==> config.mk <==
export PLATFORM = sky130hd
export DESIGN_NAME = mem_port_arb
export DESIGN_NICKNAME = d
export VERILOG_FILES = /design/src/rtl/mem_arb_pkg.sv /design/src/rtl/mem_port_arb_pick.sv /design/src/rtl/mem_port_arb.sv
export SDC_FILE = /design/constraint.sdc
export NUM_CORES = 1
export LEC_CHECK = 0
export CAP_MARGIN = 20
export CORE_MARGIN = 8
export CORE_UTILIZATION = 37
export CTS_CLUSTER_SIZE = 12
export DETAILED_ROUTE_END_ITERATION = 8
export PLACE_DENSITY = 0.77
export SLEW_MARGIN = 20
export SYNTH_ARGS = -nofsm -noshare
export SYNTH_HDL_FRONTEND = slang
export SYNTH_HIERARCHICAL = 1
export SYNTH_SLANG_ARGS = --single-unit
==> constraint.sdc <==
create_clock -name clk -period 1.4 [get_ports clk]
set_input_delay 0.14 -clock clk [delete_from_list [all_inputs] [get_ports clk]]
set_output_delay 0.14 -clock clk [all_outputs]
set_load 0.01 [all_outputs]
==> src/rtl/mem_arb_pkg.sv <==
// Shared types and default widths for the two-requester memory port arbiter.
package mem_arb_pkg;

   localparam int unsigned ADDR_W_DEF = 8;
   localparam int unsigned DATA_W_DEF = 16;

   typedef enum logic [1:0] {
      ST_IDLE   = 2'd0,
      ST_ACCESS = 2'd1,
      ST_RESP   = 2'd2
   } state_t;

   typedef enum logic {
      REQ_IF = 1'b0,
      REQ_DE = 1'b1
   } req_id_t;

   function automatic req_id_t other_id(input req_id_t id);
      return (id == REQ_IF) ? REQ_DE : REQ_IF;
   endfunction

endpackage

==> src/rtl/mem_port_arb_pick.sv <==
// Combinational winner choice between fetch and data requesters.
// MEM_ARB_RR_EN: ties go to the requester named by prio, otherwise data always wins.
module arb_pick
   import mem_arb_pkg::*;
(
`ifdef MEM_ARB_RR_EN
   input  req_id_t prio,
`endif
   input  logic    if_req,
   input  logic    de_req,
   output logic    any_c,
   output req_id_t win_c
);

   always_comb begin
      any_c = if_req | de_req;
      win_c = REQ_DE;
      if (if_req && !de_req) begin
         win_c = REQ_IF;
      end
`ifdef MEM_ARB_RR_EN
      else if (if_req && de_req) begin
         win_c = prio;
      end
`endif
   end

endmodule

==> src/rtl/mem_port_arb.sv <==
// Single-port synchronous memory arbiter: fetch and data requesters, IDLE/ACCESS/RESP FSM.
// MEM_ARB_RR_EN selects round-robin tie resolution instead of fixed data priority.
module mem_port_arb
   import mem_arb_pkg::*;
#(
   parameter int unsigned ADDR_W = ADDR_W_DEF,
   parameter int unsigned DATA_W = DATA_W_DEF
) (
   input  logic              clk,
   input  logic              rst,
   input  logic              if_req,
   input  logic [ADDR_W-1:0] if_addr,
   output logic              if_gnt,
   output logic              if_valid,
   input  logic              de_req,
   input  logic              de_we,
   input  logic [ADDR_W-1:0] de_addr,
   input  logic [DATA_W-1:0] de_wdata,
   output logic              de_gnt,
   output logic              de_valid,
   output logic [DATA_W-1:0] rdata,
   output logic [ADDR_W-1:0] mem_addr,
   output logic [DATA_W-1:0] mem_wdata,
   output logic              mem_we,
   input  logic [DATA_W-1:0] mem_rdata,
   output logic              busy
);

   state_t            state, state_nxt;
   req_id_t           win_q, win_nxt;
   logic              we_q, we_nxt;
   logic [ADDR_W-1:0] addr_nxt;
   logic [DATA_W-1:0] wdata_nxt;
   logic [DATA_W-1:0] rdata_nxt;
   logic              mem_we_nxt;
   logic              if_gnt_nxt, de_gnt_nxt;
   logic              if_valid_nxt, de_valid_nxt;
   logic              busy_nxt;
   logic              arb_en;
   logic              any_c;
   req_id_t           win_c;

`ifdef MEM_ARB_RR_EN
   req_id_t           ptr_q, ptr_nxt;
`endif

   arb_pick u_pick (
`ifdef MEM_ARB_RR_EN
      .prio   (ptr_q),
`endif
      .if_req (if_req),
      .de_req (de_req),
      .any_c  (any_c),
      .win_c  (win_c)
   );

   // Next state and next registered outputs; mem_addr/mem_wdata double as the latched operands
   always_comb begin
      state_nxt    = state;
      win_nxt      = win_q;
      we_nxt       = we_q;
      addr_nxt     = mem_addr;
      wdata_nxt    = mem_wdata;
      rdata_nxt    = rdata;
      mem_we_nxt   = 1'b0;
      if_gnt_nxt   = 1'b0;
      de_gnt_nxt   = 1'b0;
      if_valid_nxt = 1'b0;
      de_valid_nxt = 1'b0;
      arb_en       = 1'b0;
`ifdef MEM_ARB_RR_EN
      ptr_nxt      = ptr_q;
`endif

      case (state)
         ST_IDLE: begin
            arb_en = 1'b1;
         end
         ST_ACCESS: begin
            state_nxt = ST_RESP;
         end
         ST_RESP: begin
            arb_en = 1'b1;
            if (!we_q) begin
               rdata_nxt = mem_rdata;
            end
            if (win_q == REQ_DE) begin
               de_valid_nxt = 1'b1;
            end else begin
               if_valid_nxt = 1'b1;
            end
         end
         default: begin
            state_nxt = ST_IDLE;
         end
      endcase

      // Arbitration at the IDLE edge or the RESP-end edge
      if (arb_en) begin
         state_nxt = ST_IDLE;
         if (any_c) begin
            state_nxt = ST_ACCESS;
            win_nxt   = win_c;
`ifdef MEM_ARB_RR_EN
            ptr_nxt   = other_id(win_c);
`endif
            if (win_c == REQ_DE) begin
               addr_nxt   = de_addr;
               wdata_nxt  = de_wdata;
               we_nxt     = de_we;
               mem_we_nxt = de_we;
               de_gnt_nxt = 1'b1;
            end else begin
               addr_nxt   = if_addr;
               wdata_nxt  = '0;
               we_nxt     = 1'b0;
               if_gnt_nxt = 1'b1;
            end
         end
      end

      busy_nxt = (state_nxt != ST_IDLE);
   end

   always_ff @(posedge clk or posedge rst) begin
      if (rst) begin
         state     <= ST_IDLE;
         win_q     <= REQ_DE;
         we_q      <= 1'b0;
         mem_addr  <= '0;
         mem_wdata <= '0;
         mem_we    <= 1'b0;
         rdata     <= '0;
         if_gnt    <= 1'b0;
         de_gnt    <= 1'b0;
         if_valid  <= 1'b0;
         de_valid  <= 1'b0;
         busy      <= 1'b0;
      end else begin
         state     <= state_nxt;
         win_q     <= win_nxt;
         we_q      <= we_nxt;
         mem_addr  <= addr_nxt;
         mem_wdata <= wdata_nxt;
         mem_we    <= mem_we_nxt;
         rdata     <= rdata_nxt;
         if_gnt    <= if_gnt_nxt;
         de_gnt    <= de_gnt_nxt;
         if_valid  <= if_valid_nxt;
         de_valid  <= de_valid_nxt;
         busy      <= busy_nxt;
      end
   end

`ifdef MEM_ARB_RR_EN
   // Tie pointer names the requester preferred at the next collision
   always_ff @(posedge clk or posedge rst) begin
      if (rst) begin
         ptr_q <= REQ_DE;
      end else begin
         ptr_q <= ptr_nxt;
      end
   end
`endif

endmodule

Word-level counts from Yosys, hierarchy flattened
Index checks and enable logic that the tools add are counted.

storage, ports and cells
  flip-flop bits (word level) = 50
  bits in latches = 0
  RAM bits = 0
  ROM bits = 0
  bits of input ports = 53
  output and inout bits = 46
  logic and storage cells = 42
  memories = 0

operators by class
  add/sub/neg operators = 0
  multipliers = 0
  div/mod/pow operators = 0
  magnitude comparators = 0
  eq/ne operators = 2
  shifts and indexed selects = 0
  mux-type cells = 19
  bitwise logic cells = 2
  reductions and logical operators = 7

operators by type and width
  cell                number
  $mux 16             1
  $mux 1              15
  $mux 8              1
  $pmux 2 s2          1
  $reduce_and 2->1    2
  $eq 2x1->1 const B  1
  $eq 2x2->1 const B  1
  $logic_not 2->1     1
  $mux 2              1
  $reduce_bool 2->1   1
  $reduce_or 2->1     1
  $logic_and 1x1->1   1
  $logic_not 1->1     1
  $not 1->1           1
  $or 1x1->1          1

Depth between registers and ports, before layout
  depth after elaboration = 5
  gate-level depth with buffers = 6
  gate-level depth less buffers = 4

Cells and area by module
The synthesis kept the hierarchy.

by module, submodules not included
  module        times used  cells an instance  area an instance (um^2)  seq. area each (um^2)
  mem_port_arb  1           150                2065.7                   1252.5
  arb_pick      1           2                  12.5                     0.0

Worst setup path after synthesis
No wires, ideal clock.

  path kind = register to register
  start = register state[0]
  end = register rdata[0]
  library setup time = 125 ps
  data arrival time = 1244 ps
  required time = 1275 ps
  slack = 32 ps
  stages on the path, launching flop included = 4
  path buffers = 1
  period minus slack after synthesis = 1368 ps
  cells stage by stage = dfrtp_1 > nor3b_4 > buf_6 > mux2_2

on the way
  cells in the longest elaborated chain, start to end = 2

ends and longest elaborated chain
  element                     RTL line             text
  start, declared             mem_port_arb.sv:29   state_t state, state_nxt;
  start signal, assigned      mem_port_arb.sv:140  state <= state_nxt;
  $eq 2x2->1                  mem_port_arb.sv:75   case (state)
  $reduce_and 2->1 (no line)  -
  end signal, assigned        mem_port_arb.sv:146  rdata <= rdata_nxt;
  end, declared               mem_port_arb.sv:21   output logic [DATA_W-1:0] rdata,

Every way passes these cells.
A chain may end at the register's enable or synchronous reset.

Final worst setup path
  start = register mem_addr[0]
  end = output port mem_addr[0]

RTL lines
  element                 RTL line             text
  start, declared         mem_port_arb.sv:22   output logic [ADDR_W-1:0] mem_addr,
  start signal, assigned  mem_port_arb.sv:143  mem_addr <= addr_nxt;

No word-level cell between the ends.

==> parameters.txt <==
Parameter                              Value

GRT
  Number of global-route vias before repair ... 1,725
  GR Overflow Total ... 0
  Pin count of the biggest net entering global routing ... 20
  GR Util All Layers ... 12.5%
  Global-route wire length before repair ... 8.45 mm
  Number of antenna violations at the first check in global routing ... 0

Power
  Worst vdd ir ... 0.758 mV
  Total leakage power ... 1.57 nW
  Pwr per Cell Area ... 1420 nW/um^2

Die
  Placeable core region ... 5470 sq um
  Effective utilization at floorplan ... 38.0%
  Vertical extent of the die ... 90.9 um
  Chip width ... 90.9 um
  IO Count ... 99
  Area of the die ... 8270 sq um
  Std cell rows ... 27

Worst setup path
  Slowest cell on crit path ... clkdlybuf4s50_1
  Top delay family on crit path ... buffers and inverters
  Reg-to-reg critical path endpoint ... rdata[8]
  Worst path buffer plus inverter count ... 1
  Worst setup path category ... flop to primary output
  Critical path startpoint category ... flop
  Slack of the worst reg-to-reg path ... 80 ps
  Worst Setup SP ... mem_addr[0]
  Biggest cell delay along the critical path ... 560 ps
  Signal arrival time at the worst endpoint ... 1210 ps
  Launch instance of the worst register-to-register path ... state[0]
  Critical path endpoint category ... primary output
  R2r worst-path depth ... 3
  Data required, critical path ... 1260 ps
  Cell-by-cell listing of the critical path ... clkdlybuf4s50_1
  Worst-path maximum fanout ... 2

Placement
  Detailed Place HPWL ... 4.06 mm
  Cell area reported after detailed placement ... 3220 sq um
  Dpl cells ... 329
  PortBufs ... 98
  Final weighted congestion of routability-driven global placement ... 0.745

Logic synthesis
  Syn_area_per_cell ... 13.7 sq um
  Cell type contributing the most total cell area after synthesis ... dfrtp_1
  Synth Net Count ... 205
  Yosys reg bits ... 50
  Area share of the largest cell type after synthesis ... 59.0%
  Post-synth cell types ... 23
  Leading cell types by total area after synthesis ... dfrtp_1 59%, mux2_2 16%, mux2i_1 7.7%, inv_1 3.3%, nand2_1 2.9%
  Summed instance area of the synthesized netlist ... 2080 sq um
  Syn. warnings ... 6
  Share of the yosys chip area belonging to registers ... 60.3%
  Synthesized netlist cell count ... 152

Clock tree
  Count of clock tree sinks ... 50
  Number of H-tree levels ... 2
  Clock Pin Slew Worst Setup and Hold Paths ... 90 ps
  CTS Root Cell ... clkbuf_8
  Total of hold buffers inserted after clock tree synthesis ... 0
  Number of buffers created by CTS ... 5
  Max clock buf depth ... 2
  Clk_lat worst skew ... 290 ps
  TritonCTS clock tree ... built

STA
  Period minus WS final ... 1350 ps
  Worst setup skew after layout ... 4.87 ps
  Rel. slew slack ... 84.0%
  Crit share post-route ... 96.5%
  Final Max Slew Viols ... 0
  RSZ-0062 raised after global routing ... false
  Transition time of the tightest slew-check pin ... 239 ps
  Max Clock Freq ... 740 MHz
  Final hold violations ... 0
  Setup-violating endpoint count in the final report ... 0

Layout
  Post-route standard cell area excluding fillers ... 3340 sq um
  Final non-filler cell total ... 337
  Relative area change from synthesis to final layout ... 60.6%
  Net total in the final layout ... 317
  Filler Cells Inserted ... 479
  Fin util ... 61.0%
  Antenna cell count ... 0
  Layout cell share with drive strength beyond 1 ... 22.3%

Drt
  Final WL ... 5.09 mm
  Average detailed-routed wire length per instance ... 15.1 um
  TritonRoute pass-1 iters ... 3
  Via density per instance ... 4.49
  1st-iter DRT viols ... 27
  Total number of vias ... 1,512
  Residual antenna-violating net count after detailed routing ... 0
  DRC violations left ... 0

Hold path
  Min-delay worst type ... input pin to asynchronous set/reset pin

Outcome
  Outcome ... finished clean

Flow run
  Max-Cap Viols ... 0
per-layer routing:
layer	vias up	track usage [%]	wire length, um
met4	0	3.68	51
met1	730	13.4	2070
met2	56	21.8	2570
met3	6	5.43	400
met5	-	0	0
li1	720	-	-
Yosys cell counts (all sizes together):
cell type / count
and3b: 1
inv: 19
clkbuf: 1
mux2i: 16
nand2b: 2
a21o: 1
a22o: 1
buf: 5
dfrtp: 49
o21ai: 1
dfstp: 1
nand2: 16
or2: 1
nor2: 2
mux2: 32
and2: 1
and3: 1
nor3b: 2
stage by stage:
stage	power, W	hold slack (ps)	setup slack, ps	TNS [ps]
after global routing	0.00502	96.4	1.53	0
after global placement	0.00379	425	-179	-2180
after floorplan	0.00276	269	31.6	0
after CTS	0.00484	94.2	20.7	0
after detailed placement	0.00383	419	-201	-2960
final	0.00473	98.9	48.7	0
cell type report:
type | instances | area (sq um) | area share (%)
Timing Repair Buffer | 111 | 1120 | 33.4
Inverter | 19 | 73.8 | 2.21
Clock buffer | 5 | 68.8 | 2.06
Multi-Input combinational cell | 77 | 696 | 20.8
Clock inverter | 3 | 40.0 | 1.20
Tap cell | 72 | 90.1 | 2.70
Sequential cell | 50 | 1250 | 37.5
report_power, final:
group	switching (W)	total, W	internal (W)	leakage [nW]
clock network	0.000447	0.000973	0.000526	0.0579
registers	0.000199	0.00203	0.00183	0.603
logic	0.000609	0.00172	0.00112	0.905
what timing repair did:
item	CTS	global route
endpoints found under the setup margin	0	5
hold endpoints to repair	0	0
buffers inserted	0	0
resized for setup	0	5
registers in the layout, indices dropped and copies added, names as in the netlist:
register   cells
win_q          1
rdata         16
we_q           1
mem_wdata     16
mem_we         1
if_valid       1
de_valid       1
if_gnt         1
state          2
mem_addr       8
busy           1
de_gnt         1
kinds of logic (layout without fill, tap and decap cells):
logic type | after synthesis | in the layout | share of synthesized area (%)
compound gates | 3 | 3 | 1.02
mux | 48 | 48 | 25.6
buf+inv | 25 | 138 | 6.26
flops | 50 | 50 | 60.3
simple gates | 26 | 26 | 6.86
how the worst max path moves through the flow:
stage                        end  slack, ps  cells after the start
global placement     mem_addr[4]       -180                      5
floorplan               rdata[0]         30                      3
CTS                 mem_wdata[8]         20                      1
global route         mem_addr[0]          2                      1
finish               mem_addr[0]         50                      1
detailed placement   mem_addr[6]       -200                      5
cells in the final DEF, fill, tap and decap left out, drive strengths merged:
| master | Yosys | final |
|---|---|---|
| clkdlybuf4s50 | 0 | 93 |
| dfrtp | 49 | 49 |
| mux2 | 32 | 32 |
| inv | 19 | 19 |
| nand2 | 16 | 16 |
| mux2i | 16 | 16 |
| buf | 5 | 13 |
| clkbuf | 1 | 5 |
| dlymetal6s2s | 0 | 5 |
| nor2 | 2 | 2 |
| clkinv | 0 | 2 |
| nor3b | 2 | 2 |
| nand2b | 2 | 2 |
| and3b | 1 | 1 |
| a22o | 1 | 1 |
| and2 | 1 | 1 |
| o21ai | 1 | 1 |
| and3 | 1 | 1 |
| a21o | 1 | 1 |
| bufinv | 0 | 1 |
| or2 | 1 | 1 |
| dfstp | 1 | 1 |
No activity file was read; power rests on OpenSTA's default activity.
